--- config.mk ---
export PLATFORM = sky130hd
export DESIGN_NAME = iso_power_ctrl
export DESIGN_NICKNAME = d
export VERILOG_FILES = /design/src/rtl/iso_power_ctrl.sv
export SDC_FILE = /design/constraint.sdc
export NUM_CORES = 1
export LEC_CHECK = 0
export BUFFER_PORTS_ARGS = -buffer_cell sky130_fd_sc_hd__buf_4
export CAP_MARGIN = 10
export CORE_UTILIZATION = 55
export DETAILED_ROUTE_END_ITERATION = 10
export PLACE_DENSITY = 0.77
export SLEW_MARGIN = 20
export SYNTH_ARGS = -nofsm -noshare
export SYNTH_HDL_FRONTEND = slang
export SYNTH_SLANG_ARGS = --single-unit
--- constraint.sdc ---
create_clock -name clock -period 2.77 [get_ports clock]
set_clock_uncertainty 0.2 [all_clocks]
set_input_delay 0.1385 -clock clock [delete_from_list [all_inputs] [get_ports clock]]
set_output_delay 0.1385 -clock clock [all_outputs]
set_load 0.005 [all_outputs]
--- src/rtl/iso_power_ctrl.sv ---
// iso_power_ctrl: orders isolation clamps and power-switch enable for the vdd_sh domain.
module iso_power_ctrl #(
  parameter int ISO_SETUP   = 2,
  parameter int SETTLE      = 3,
  parameter int ACK_TIMEOUT = 16,
  parameter int CW          = 5
) (
  input  logic clock,
  input  logic reset,
  input  logic sleep_req,
  input  logic wake_req,
  input  logic pwr_ack,
  input  logic err_clr,
  output logic iso1,
  output logic iso2,
  output logic iso3,
  output logic iso4,
  output logic pwr_en,
  output logic sleep_state,
  output logic busy,
  output logic done,
  output logic err
);
  typedef enum logic [2:0] {S_ON, S_ISO_ON, S_PD_WAIT, S_OFF, S_PU_WAIT, S_SETTLE, S_ISO_OFF} state_t;
  localparam logic [CW-1:0] SETUP_M1 = CW'(ISO_SETUP - 1);
  localparam logic [CW-1:0] SET_M1   = CW'(SETTLE - 1);
  localparam logic [CW-1:0] TO_M1    = CW'(ACK_TIMEOUT - 1);
  localparam logic [CW-1:0] TO       = CW'(ACK_TIMEOUT);
  state_t state, state_n;
  logic [CW-1:0] cnt, cnt_n;
  logic [3:0] iso_q, iso_n;
  logic pwr_en_n, sleep_n, busy_n, done_n, err_n, err_set;
  assign {iso4, iso3, iso2, iso1} = iso_q;
  always_comb begin
    state_n  = state;
    cnt_n    = cnt;
    iso_n    = iso_q;
    pwr_en_n = pwr_en;
    sleep_n  = sleep_state;
    busy_n   = busy;
    done_n   = 1'b0;
    err_set  = 1'b0;
    case (state)
      S_ON: if (sleep_req) begin
        state_n  = S_ISO_ON;
        iso_n[0] = 1'b1;
        busy_n   = 1'b1;
        cnt_n    = '0;
      end
      // Clamp bits double as the sub-phase: set-up counting starts once iso4 is up.
      S_ISO_ON: if (!iso_q[1]) iso_n[1] = 1'b1;
        else if (!iso_q[2]) iso_n[2] = 1'b1;
        else if (!iso_q[3]) iso_n[3] = 1'b1;
        else if (cnt == SETUP_M1) begin
          pwr_en_n = 1'b0;
          state_n  = S_PD_WAIT;
          cnt_n    = '0;
        end else cnt_n = cnt + 1'b1;
      S_PD_WAIT: if (!pwr_ack || cnt == TO_M1) begin
        state_n = S_OFF;
        sleep_n = 1'b1;
        busy_n  = 1'b0;
        err_set = pwr_ack;
      end else cnt_n = cnt + 1'b1;
      S_OFF: if (wake_req) begin
        state_n  = S_PU_WAIT;
        pwr_en_n = 1'b1;
        sleep_n  = 1'b0;
        busy_n   = 1'b1;
        cnt_n    = '0;
      end
      // Counter saturates at the timeout so err is raised once and a late ack still proceeds.
      S_PU_WAIT: if (pwr_ack) begin
        state_n = S_SETTLE;
        cnt_n   = '0;
      end else if (cnt != TO) begin
        cnt_n   = cnt + 1'b1;
        err_set = (cnt == TO_M1);
      end
      S_SETTLE: if (cnt == SET_M1) begin
        iso_n[3] = 1'b0;
        state_n  = S_ISO_OFF;
      end else cnt_n = cnt + 1'b1;
      S_ISO_OFF: if (iso_q[2]) iso_n[2] = 1'b0;
        else if (iso_q[1]) iso_n[1] = 1'b0;
        else begin
          iso_n[0] = 1'b0;
          state_n  = S_ON;
          busy_n   = 1'b0;
          done_n   = 1'b1;
        end
      default: state_n = S_ON;
    endcase
    err_n = err_set | (err & ~err_clr);
  end
  always_ff @(posedge clock) begin
    if (reset) begin
      state       <= S_ON;
      cnt         <= '0;
      iso_q       <= '0;
      pwr_en      <= 1'b1;
      sleep_state <= 1'b0;
      busy        <= 1'b0;
      done        <= 1'b0;
      err         <= 1'b0;
    end else begin
      state       <= state_n;
      cnt         <= cnt_n;
      iso_q       <= iso_n;
      pwr_en      <= pwr_en_n;
      sleep_state <= sleep_n;
      busy        <= busy_n;
      done        <= done_n;
      err         <= err_n;
    end
  end
endmodule

==> results.sh, run 1 <==
export IMPL_start_util_pct=60.7
export IMPL_setup_viol=0
export IMPL_synth_adder_area_share_pct=5.78
export IMPL_antenna_left=0
export IMPL_hpwl_um=1630
export IMPL_multiInputGateArea_um2=671
export IMPL_holdWs_ps=50.7
export IMPL_synth_xor_area_share_pct=0.809
export IMPL_synth_mux_area_share_pct=1.04
export IMPL_utilization_pct=70.0
export IMPL_cts_buffers=3
export IMPL_synth_simple_area_share_pct=30.6
export IMPL_dpl_cell_area_mm2=0.00118
export IMPL_outcome="complete, no violations"
export IMPL_clock_fmax_mhz=387
export IMPL_setup_tns_ps=0
export IMPL_overflow=0
export IMPL_met1Wirelength_um=1150
export IMPL_top_layer="met4"
export IMPL_hold_path_class="input port to flip-flop"
export IMPL_min_period_ps=2590
export IMPL_post_cts_buffers=0
export IMPL_synth_distinct_cells=40
export IMPL_fillerInstances=156
export IMPL_final_cell_mix="dfxtp_1, buf_4, nand2_1, nor2_1, a21oi_1"
export IMPL_clkLatencyLatePin_ps=290
export IMPL_cts_resized=0
export IMPL_drive_above_1_share_pct=15.1
export IMPL_coreArea_mm2=0.00178
export IMPL_ys_warn_count=0
export IMPL_synth_nets=148
export IMPL_synth_top_family_by_area="simple AND/OR/NAND/NOR gates"
export IMPL_gp_congestion=0.845
export IMPL_crit_type="flip-flop to flip-flop"
export IMPL_postCtsHoldBufs=4
export IMPL_wl_met2_um=1040
export IMPL_relSlewSlack_pct=50.0
export IMPL_power_density_mw_per_mm2=670
export IMPL_fin_area_mm2=0.00125
export IMPL_cp_end_kind="flip-flop"
export IMPL_htree_levels=1
export IMPL_ios=15
export IMPL_finalCritPeriodShare_pct=93.4
export IMPL_cap_violations=0
export IMPL_seq_area_um2=340
export IMPL_grt_pass1_wl_um=3570
export IMPL_grt_usage_pct=23.3
export IMPL_tightest_slew_ps=749
export IMPL_drt_iter0_drc=25
export IMPL_die_y_um=46.4
export IMPL_total_leakage_power_nw=0.466
export IMPL_clockRootBuffer="clkbuf_4"
export IMPL_rsz0062_at_grt="no"
export IMPL_synth_compound_area_share_pct=23.7
export IMPL_hold_viol_final=0
export IMPL_clkTransAtPathRegs_ps=100
export IMPL_num_nets_final=164
export IMPL_avgSynthCellArea_um2=7.90
export IMPL_drc=0
export IMPL_regToRegSetupSlack_ps=180
export IMPL_n_antenna_cell=0
export IMPL_synth_area_mm2=0.00108
export IMPL_cp_arrival_ps=2620
export IMPL_ys_ff_latch=17
export IMPL_critPathLaunchType="flip-flop"
export IMPL_syn_to_final_growth_pct=15.3
export IMPL_via_count=1064
export IMPL_port_buffers=14
export IMPL_grt_max_degree=20
export IMPL_routed_via_density=6.01
export IMPL_cts_tree="yes"
export IMPL_routedWlPerCell_um=13.3
export IMPL_die_w_um=46.4
export IMPL_seq_area_frac_synth_pct=31.4
export IMPL_clock_path_buffers=2
export IMPL_dr_pass1_iters=4
export IMPL_grt_pass1_vias=834
export IMPL_cts_sinks=17
export IMPL_synth_cells=137
export IMPL_path_max_fanout=11
export IMPL_required_ps=2800
export IMPL_slew_viol_final=0
export IMPL_drt_wl_total_um=2360
export IMPL_core_rowCount=15
export IMPL_antenna_found_initial=0
export IMPL_final_common_cell="dfxtp_1"
export IMPL_wl_met3_um=121
export IMPL_die_area_mm2=0.00215
export IMPL_ir_drop_v=0.000631
-- per-stage QoR --
step / instances / power, mW / setup WS (ps)
3_5_place_dp: 169 / 0.701 / 201
4_1_cts: 177 / 0.838 / 166
6_report: 177 / 0.836 / 184
2_1_floorplan: 137 / 0.609 / 564
3_3_place_gp: 169 / 0.684 / 338
5_1_grt: 177 / 0.891 / 46.7
-- critical path: stages, from the launching register on --
cell and delay, ps:
dfxtp_1 360, ha_1 240, and3_1 190, ha_1 210, or3b_1 360, a21oi_1 170
o2111ai_1 370, nand4bb_1 340, nand3_1 90
-- metal layers --
layer / vias up / track usage, %
li1: 523 / -
met1: 500 / 31.1
met2: 34 / 36.4
met3: 7 / 3.92
met4: 0 / 10.0
met5: - / 0
-- cells by family (layout without fill, tap and decap cells) --
group,after synthesis,count (layout)
XOR/XNOR,1,1
buffers and inverters,15,30
AND/OR/NAND/NOR,60,60
adder cells (fa/ha/maj),5,5
AO/OA/AOI/OAI,38,38
flip-flops,17,17
multiplexers,1,1
-- synthesized netlist by cell type --
library cell | instances | area (µm²)
nand3_1 | 6 | 30.0
clkbuf_1 | 3 | 11.3
a311oi_1 | 1 | 8.76
or2b_1 | 1 | 7.51
a21oi_1 | 12 | 60.1
buf_6 | 1 | 11.3
o22ai_1 | 1 | 6.26
and2_1 | 1 | 6.26
nand4bb_1 | 2 | 22.5
xnor2_1 | 1 | 8.76
nor3b_1 | 1 | 7.51
nor3_1 | 3 | 15.0
o2111ai_1 | 1 | 8.76
o21ba_2 | 2 | 20.0
or3b_2 | 1 | 8.76
a32oi_1 | 1 | 8.76
nand4_1 | 3 | 18.8
buf_2 | 3 | 15.0
dfxtp_1 | 17 | 340
a21boi_0 | 2 | 15.0
o21ai_0 | 8 | 40.0
ha_1 | 5 | 62.6
inv_1 | 7 | 26.3
a211oi_1 | 3 | 22.5
buf_4 | 1 | 7.51
o41ai_1 | 1 | 8.76
nand3b_1 | 6 | 45.0
mux2_2 | 1 | 11.3
nand2_1 | 12 | 45.0
nand2b_1 | 4 | 25.0
o41ai_2 | 1 | 16.3
nor2_1 | 12 | 45.0
and3_1 | 2 | 12.5
or3b_1 | 1 | 8.76
a31oi_1 | 1 | 6.26
o31ai_1 | 1 | 7.51
a32o_1 | 1 | 10.0
nor4b_1 | 1 | 8.76
nor2b_1 | 4 | 25.0
a22o_1 | 2 | 17.5
-- where the power goes --
| part | switching, mW | internal, mW |
|---|---|---|
| registers | 0.0748 | 0.284 |
| clock network | 0.0779 | 0.0560 |
| logic | 0.178 | 0.164 |
-- layout make-up --
type | count | share of cell area (%)
tap | 25 | 2.51
sequential | 17 | 27.3
clock buffer | 4 | 2.11
timing repair buffer | 19 | 12.2
inverter | 7 | 2.11
multi-input combinational | 105 | 53.8
-- worst paths after layout --
check,start,end,cells after the start
setup / recovery,cnt[0],cnt[2],8
hold / removal,pwr_ack,state[0],5
setup reg to reg,cnt[0],cnt[2],8
hold reg to reg,pwr_en,pwr_en,2
-- state kept, by name, summed over array words and instances (netlist names) --
register / count
err: 1
done: 1
sleep_state: 1
iso_q: 4
busy: 1
state: 3
cnt: 5
pwr_en: 1
No activity file was read; power rests on OpenSTA's default activity.
==> run 2, diff against run 1 <==
--- a/config.mk
+++ b/config.mk
@@ -7,9 +7,9 @@
 export LEC_CHECK = 0
 export BUFFER_PORTS_ARGS = -buffer_cell sky130_fd_sc_hd__buf_4
 export CAP_MARGIN = 10
-export CORE_UTILIZATION = 55
+export CORE_ASPECT_RATIO = 0.6
+export CORE_UTILIZATION = 25
 export DETAILED_ROUTE_END_ITERATION = 10
-export PLACE_DENSITY = 0.77
 export SLEW_MARGIN = 20
 export SYNTH_ARGS = -nofsm -noshare
 export SYNTH_HDL_FRONTEND = slang
==> results.sh, run 2 (synthesized netlist as in run 1, its figures left out) <==
export IMPL_drive_above_1_share_pct=15.2
export IMPL_power_density_mw_per_mm2=695
export IMPL_hold_viol_final=0
export IMPL_min_period_ps=2560
export IMPL_final_common_cell="dfxtp_1"
export IMPL_wl_met2_um=947
export IMPL_antenna_left=0
export IMPL_htree_levels=1
export IMPL_multiInputGateArea_um2=671
export IMPL_cap_violations=0
export IMPL_setup_viol=0
export IMPL_coreArea_mm2=0.00412
export IMPL_core_rowCount=18
export IMPL_cts_resized=0
export IMPL_cts_buffers=3
export IMPL_port_buffers=14
export IMPL_post_cts_buffers=0
export IMPL_cts_tree="yes"
export IMPL_tightest_slew_ps=780
export IMPL_utilization_pct=31.5
export IMPL_hold_path_class="input port to flip-flop"
export IMPL_die_y_um=53.0
export IMPL_relSlewSlack_pct=48.0
export IMPL_fillerInstances=450
export IMPL_slew_viol_final=0
export IMPL_final_cell_mix="dfxtp_1, buf_4, nand2_1, nor2_1, a21oi_1"
export IMPL_total_leakage_power_nw=0.469
export IMPL_antenna_found_initial=0
export IMPL_power_uw=903
export IMPL_reg_top3="cnt x5, iso_q x4, state x3"
export IMPL_die_w_um=86.9
export IMPL_drt_iter0_drc=52
export IMPL_cp_end_kind="flip-flop"
export IMPL_grt_pass1_vias=898
export IMPL_n_antenna_cell=0
export IMPL_start_util_pct=26.3
export IMPL_num_nets_final=163
export IMPL_worstPathCellList="ha_1 > and3_1 > ha_1 > or3b_1 > a21oi_1 > o2111ai_1 > nand4bb_1 > nand3_1"
export IMPL_cts_sinks=17
export IMPL_wl_met3_um=222
export IMPL_ios=15
export IMPL_drt_wl_total_um=2720
export IMPL_overflow=0
export IMPL_max_stage_delay_ps=380
export IMPL_path_max_fanout=11
export IMPL_grt_usage_pct=13.1
export IMPL_grt_pass1_wl_um=4470
export IMPL_fin_area_mm2=0.00130
export IMPL_outcome="complete, no violations"
export IMPL_largest_register="cnt"
export IMPL_clkTransAtPathRegs_ps=70
export IMPL_met1Wirelength_um=1530
export IMPL_routedWlPerCell_um=12.9
export IMPL_via_count=1029
export IMPL_crit_top_cell="ha_1"
export IMPL_gp_congestion=0.843
export IMPL_crit_type="flip-flop to flip-flop"
export IMPL_seq_area_um2=340
export IMPL_routed_via_density=4.88
export IMPL_grt_max_degree=20
export IMPL_ir_drop_v=0.000292
export IMPL_dr_pass1_iters=4
export IMPL_finalCritPeriodShare_pct=92.3
export IMPL_rsz0062_at_grt="no"
export IMPL_cp_arrival_ps=2560
export IMPL_clockRootBuffer="clkbuf_8"
export IMPL_top_layer="met4"
export IMPL_die_area_mm2=0.00460
export IMPL_setup_tns_ps=0
export IMPL_clock_fmax_mhz=391
export IMPL_largest_reg_flops=5
export IMPL_syn_to_final_growth_pct=20.1
export IMPL_hpwl_um=1900
export IMPL_clock_path_buffers=2
export IMPL_drc=0
export IMPL_dpl_cell_area_mm2=0.00122
export IMPL_clkLatencyLatePin_ps=260
export IMPL_slowest_stage="o2111ai_1"
export IMPL_required_ps=2770
export IMPL_critPathLaunchType="flip-flop"
[run 2: changes by cell type in the layout (fill, tap and decap cells not counted), sizes merged]
cell         previous run  this run
dlygate4sd3             4         3
[run 2: critical path, delay by kind of cell, from the launching register on]
| kind | cells | cell delay (ps) |
|---|---|---|
| AOI/OAI and AO/OA | 2 | 540 |
| DFF | 1 | 350 |
| adders and majority gates | 2 | 440 |
| and+or+nand+nor | 4 | 970 |
[run 2: layout make-up]
cell class,count,area share [%]
multi-input cells,105,51.6
flip-flops and latches,17,26.2
repair buffers,18,11.0
well taps,60,5.77
clock buffers,4,3.46
inverters,7,2.02
[run 2: repair_timing]
| action | CTS | global route |
|---|---|---|
| endpoints found under the hold margin | 2 | 0 |
| hold buffers | 3 | 0 |
| endpoints found under the setup margin | 0 | 0 |
[run 2: per-layer routing]
layer  GRT usage, %  vias up
li1               -      522
met5              0        -
met1           20.3      461
met2           16.3       42
met3           4.52        4
met4           3.33        0
[run 2: stage by stage]
step                hold WS [ps]  setup slack (ps)  cells
floorplan                   83.7               564    137
global placement             212               282    204
detailed placement           216               243    204
CTS                        0.154               227    211
global route                10.5              4.05    211
finish                      5.45               213    211
[run 2: power breakdown]
part | internal [mW] | total, mW | switching (mW)
clock | 0.102 | 0.196 | 0.0940
combinational | 0.162 | 0.351 | 0.188
sequential | 0.285 | 0.356 | 0.0713
[run 2: final timing paths]
path	end	cells after the start	from	slack [ps]
setup / recovery	cnt[2]	8	cnt[0]	210
hold reg to reg	pwr_en	2	pwr_en	280
setup reg to reg	cnt[2]	8	cnt[0]	210
hold / removal	state[0]	2	reset	5
==> run 3, diff against run 2 <==
--- a/config.mk
+++ b/config.mk
@@ -5,10 +5,12 @@
 export SDC_FILE = /design/constraint.sdc
 export NUM_CORES = 1
 export LEC_CHECK = 0
+export ABC_CLOCK_PERIOD_IN_PS = 2770
 export BUFFER_PORTS_ARGS = -buffer_cell sky130_fd_sc_hd__buf_4
 export CAP_MARGIN = 10
 export CORE_ASPECT_RATIO = 0.6
 export CORE_UTILIZATION = 25
+export CTS_BUF_LIST = sky130_fd_sc_hd__clkbuf_2
 export DETAILED_ROUTE_END_ITERATION = 10
 export SLEW_MARGIN = 20
 export SYNTH_ARGS = -nofsm -noshare
==> results.sh, run 3 (synthesized netlist as in run 1, its figures left out) <==
export IMPL_drt_iter0_drc=80
export IMPL_grt_usage_pct=12.9
export IMPL_die_y_um=53.0
export IMPL_die_area_mm2=0.00460
export IMPL_power_switching_uw=352
export IMPL_tightest_slew_ps=603
export IMPL_clock_fmax_mhz=409
export IMPL_min_from="pwr_ack"
export IMPL_grt_pass1_wl_um=4430
export IMPL_crit_start="cnt[0]"
export IMPL_dr_pass1_iters=4
export IMPL_total_leakage_power_nw=0.476
export IMPL_hpwl_um=1900
export IMPL_hold_viol_final=0
export IMPL_routed_via_density=4.86
export IMPL_gp_congestion=0.843
export IMPL_critPathLaunchType="flip-flop"
export IMPL_grt_pass1_vias=892
export IMPL_required_ps=2840
export IMPL_drive_above_1_share_pct=16.3
export IMPL_pwr_share_seq_pct=42.3
export IMPL_setup_viol=0
export IMPL_post_cts_buffers=0
export IMPL_switching_share_pct=41.9
export IMPL_clkTransAtPathRegs_ps=180
export IMPL_num_nets_final=165
export IMPL_final_cell_mix="dfxtp_1, buf_4, nand2_1, nor2_1, a21oi_1"
export IMPL_internal_power_uw=489
export IMPL_largest_register="cnt"
export IMPL_outcome="complete, no violations"
export IMPL_largest_reg_flops=5
export IMPL_clkLatencyLatePin_ps=320
export IMPL_rsz0062_at_grt="no"
export IMPL_setup_tns_ps=0
export IMPL_core_rowCount=18
export IMPL_cts_buffers=3
export IMPL_cp_end_kind="flip-flop"
export IMPL_routedWlPerCell_um=12.8
export IMPL_start_util_pct=26.3
export IMPL_final_common_cell="dfxtp_1"
export IMPL_clkPwrFrac_pct=15.2
export IMPL_min_period_ps=2450
export IMPL_crit_type="flip-flop to flip-flop"
export IMPL_htree_levels=1
export IMPL_overflow=0
export IMPL_clock_path_buffers=2
export IMPL_relSlewSlack_pct=59.7
export IMPL_coreArea_mm2=0.00412
export IMPL_crit_reg2reg_launch="cnt[0]"
export IMPL_slew_viol_final=0
export IMPL_utilization_pct=31.6
export IMPL_ir_drop_v=0.000292
export IMPL_die_w_um=86.9
export IMPL_cap_violations=0
export IMPL_port_buffers=14
export IMPL_grt_max_degree=20
export IMPL_finalCritPeriodShare_pct=88.3
export IMPL_cts_tree="yes"
export IMPL_clockRootBuffer="clkbuf_2"
export IMPL_drc=0
export IMPL_hold_path_class="input port to flip-flop"
export IMPL_via_count=1035
export IMPL_fillerInstances=446
export IMPL_cp_arrival_ps=2520
export IMPL_reg_top3="cnt x5, iso_q x4, state x3"
export IMPL_cts_sinks=17
export IMPL_n_antenna_cell=0
export IMPL_power_density_mw_per_mm2=647
export IMPL_antenna_found_initial=0
export IMPL_combPwrFrac_pct=42.5
export IMPL_ios=15
export IMPL_antenna_left=0
export IMPL_path_max_fanout=11
export IMPL_syn_to_final_growth_pct=20.2
export IMPL_drt_wl_total_um=2730
## run 3: changes by cell type in the layout (fill, tap and decap cells not counted), sizes merged
cell | previous run | this run
dlygate4sd3 | 3 | 5
## run 3: metrics by stage
stage	hold WS [ps]	setup WS [ps]	power (mW)	std cells	area (µm²)
after global placement	212	282	0.698	204	1220
after floorplan	83.7	564	0.609	137	1080
after global routing	30.7	135	0.905	213	1300
after CTS	4.00	205	0.832	213	1290
final	23.1	325	0.842	213	1300
after detailed placement	216	243	0.700	204	1220
## run 3: per-layer routing
layer  GRT usage (%)  vias up  part of all wire (%)
li1                -      527                     -
met1            20.4      460                    56
met2            15.9       46                    34
met3            4.06        2                   9.6
met4            2.50        0                  0.33
met5               0        -                     0
## run 3: cell type report
| cell class | instances | area, µm² | area share, % |
|---|---|---|---|
| multi-input combinational | 105 | 677 | 52.0 |
| timing repair buffer | 20 | 163 | 12.5 |
| tap | 60 | 75.1 | 5.77 |
| sequential | 17 | 340 | 26.2 |
| inverter | 7 | 26.3 | 2.02 |
| clock buffer | 4 | 20.0 | 1.54 |
## run 3: critical path, stage by stage (launching register included)
cell and delay, ps:
dfxtp_1 390, ha_1 230, and3_1 190, ha_1 210, or3b_1 350, a21oi_1 180, o2111ai_2 280, nand4bb_1 290
nand3_1 90
## run 3: what timing repair did
action                                  4_1_cts  5_1_grt
hold endpoints to repair                     13        0
hold buffers                                  5        0
endpoints found under the setup margin        0        3
resized for setup                             0        1
## run 3: path summary, 6_finish.rpt
path | to | depth (start not counted) | slack [ps]
max | cnt[2] | 8 | 320
min | state[0] | 5 | 20
max reg2reg | cnt[2] | 8 | 320
min reg2reg | pwr_en | 2 | 300
## run 3: power groups by stage
stage	clock network, mW	registers, mW	logic, mW
2_1_floorplan	0	0.327	0.282
3_3_place_gp	0	0.358	0.340
3_5_place_dp	0	0.358	0.342
4_1_cts	0.132	0.353	0.348
5_1_grt	0.142	0.364	0.400
6_report	0.128	0.356	0.357
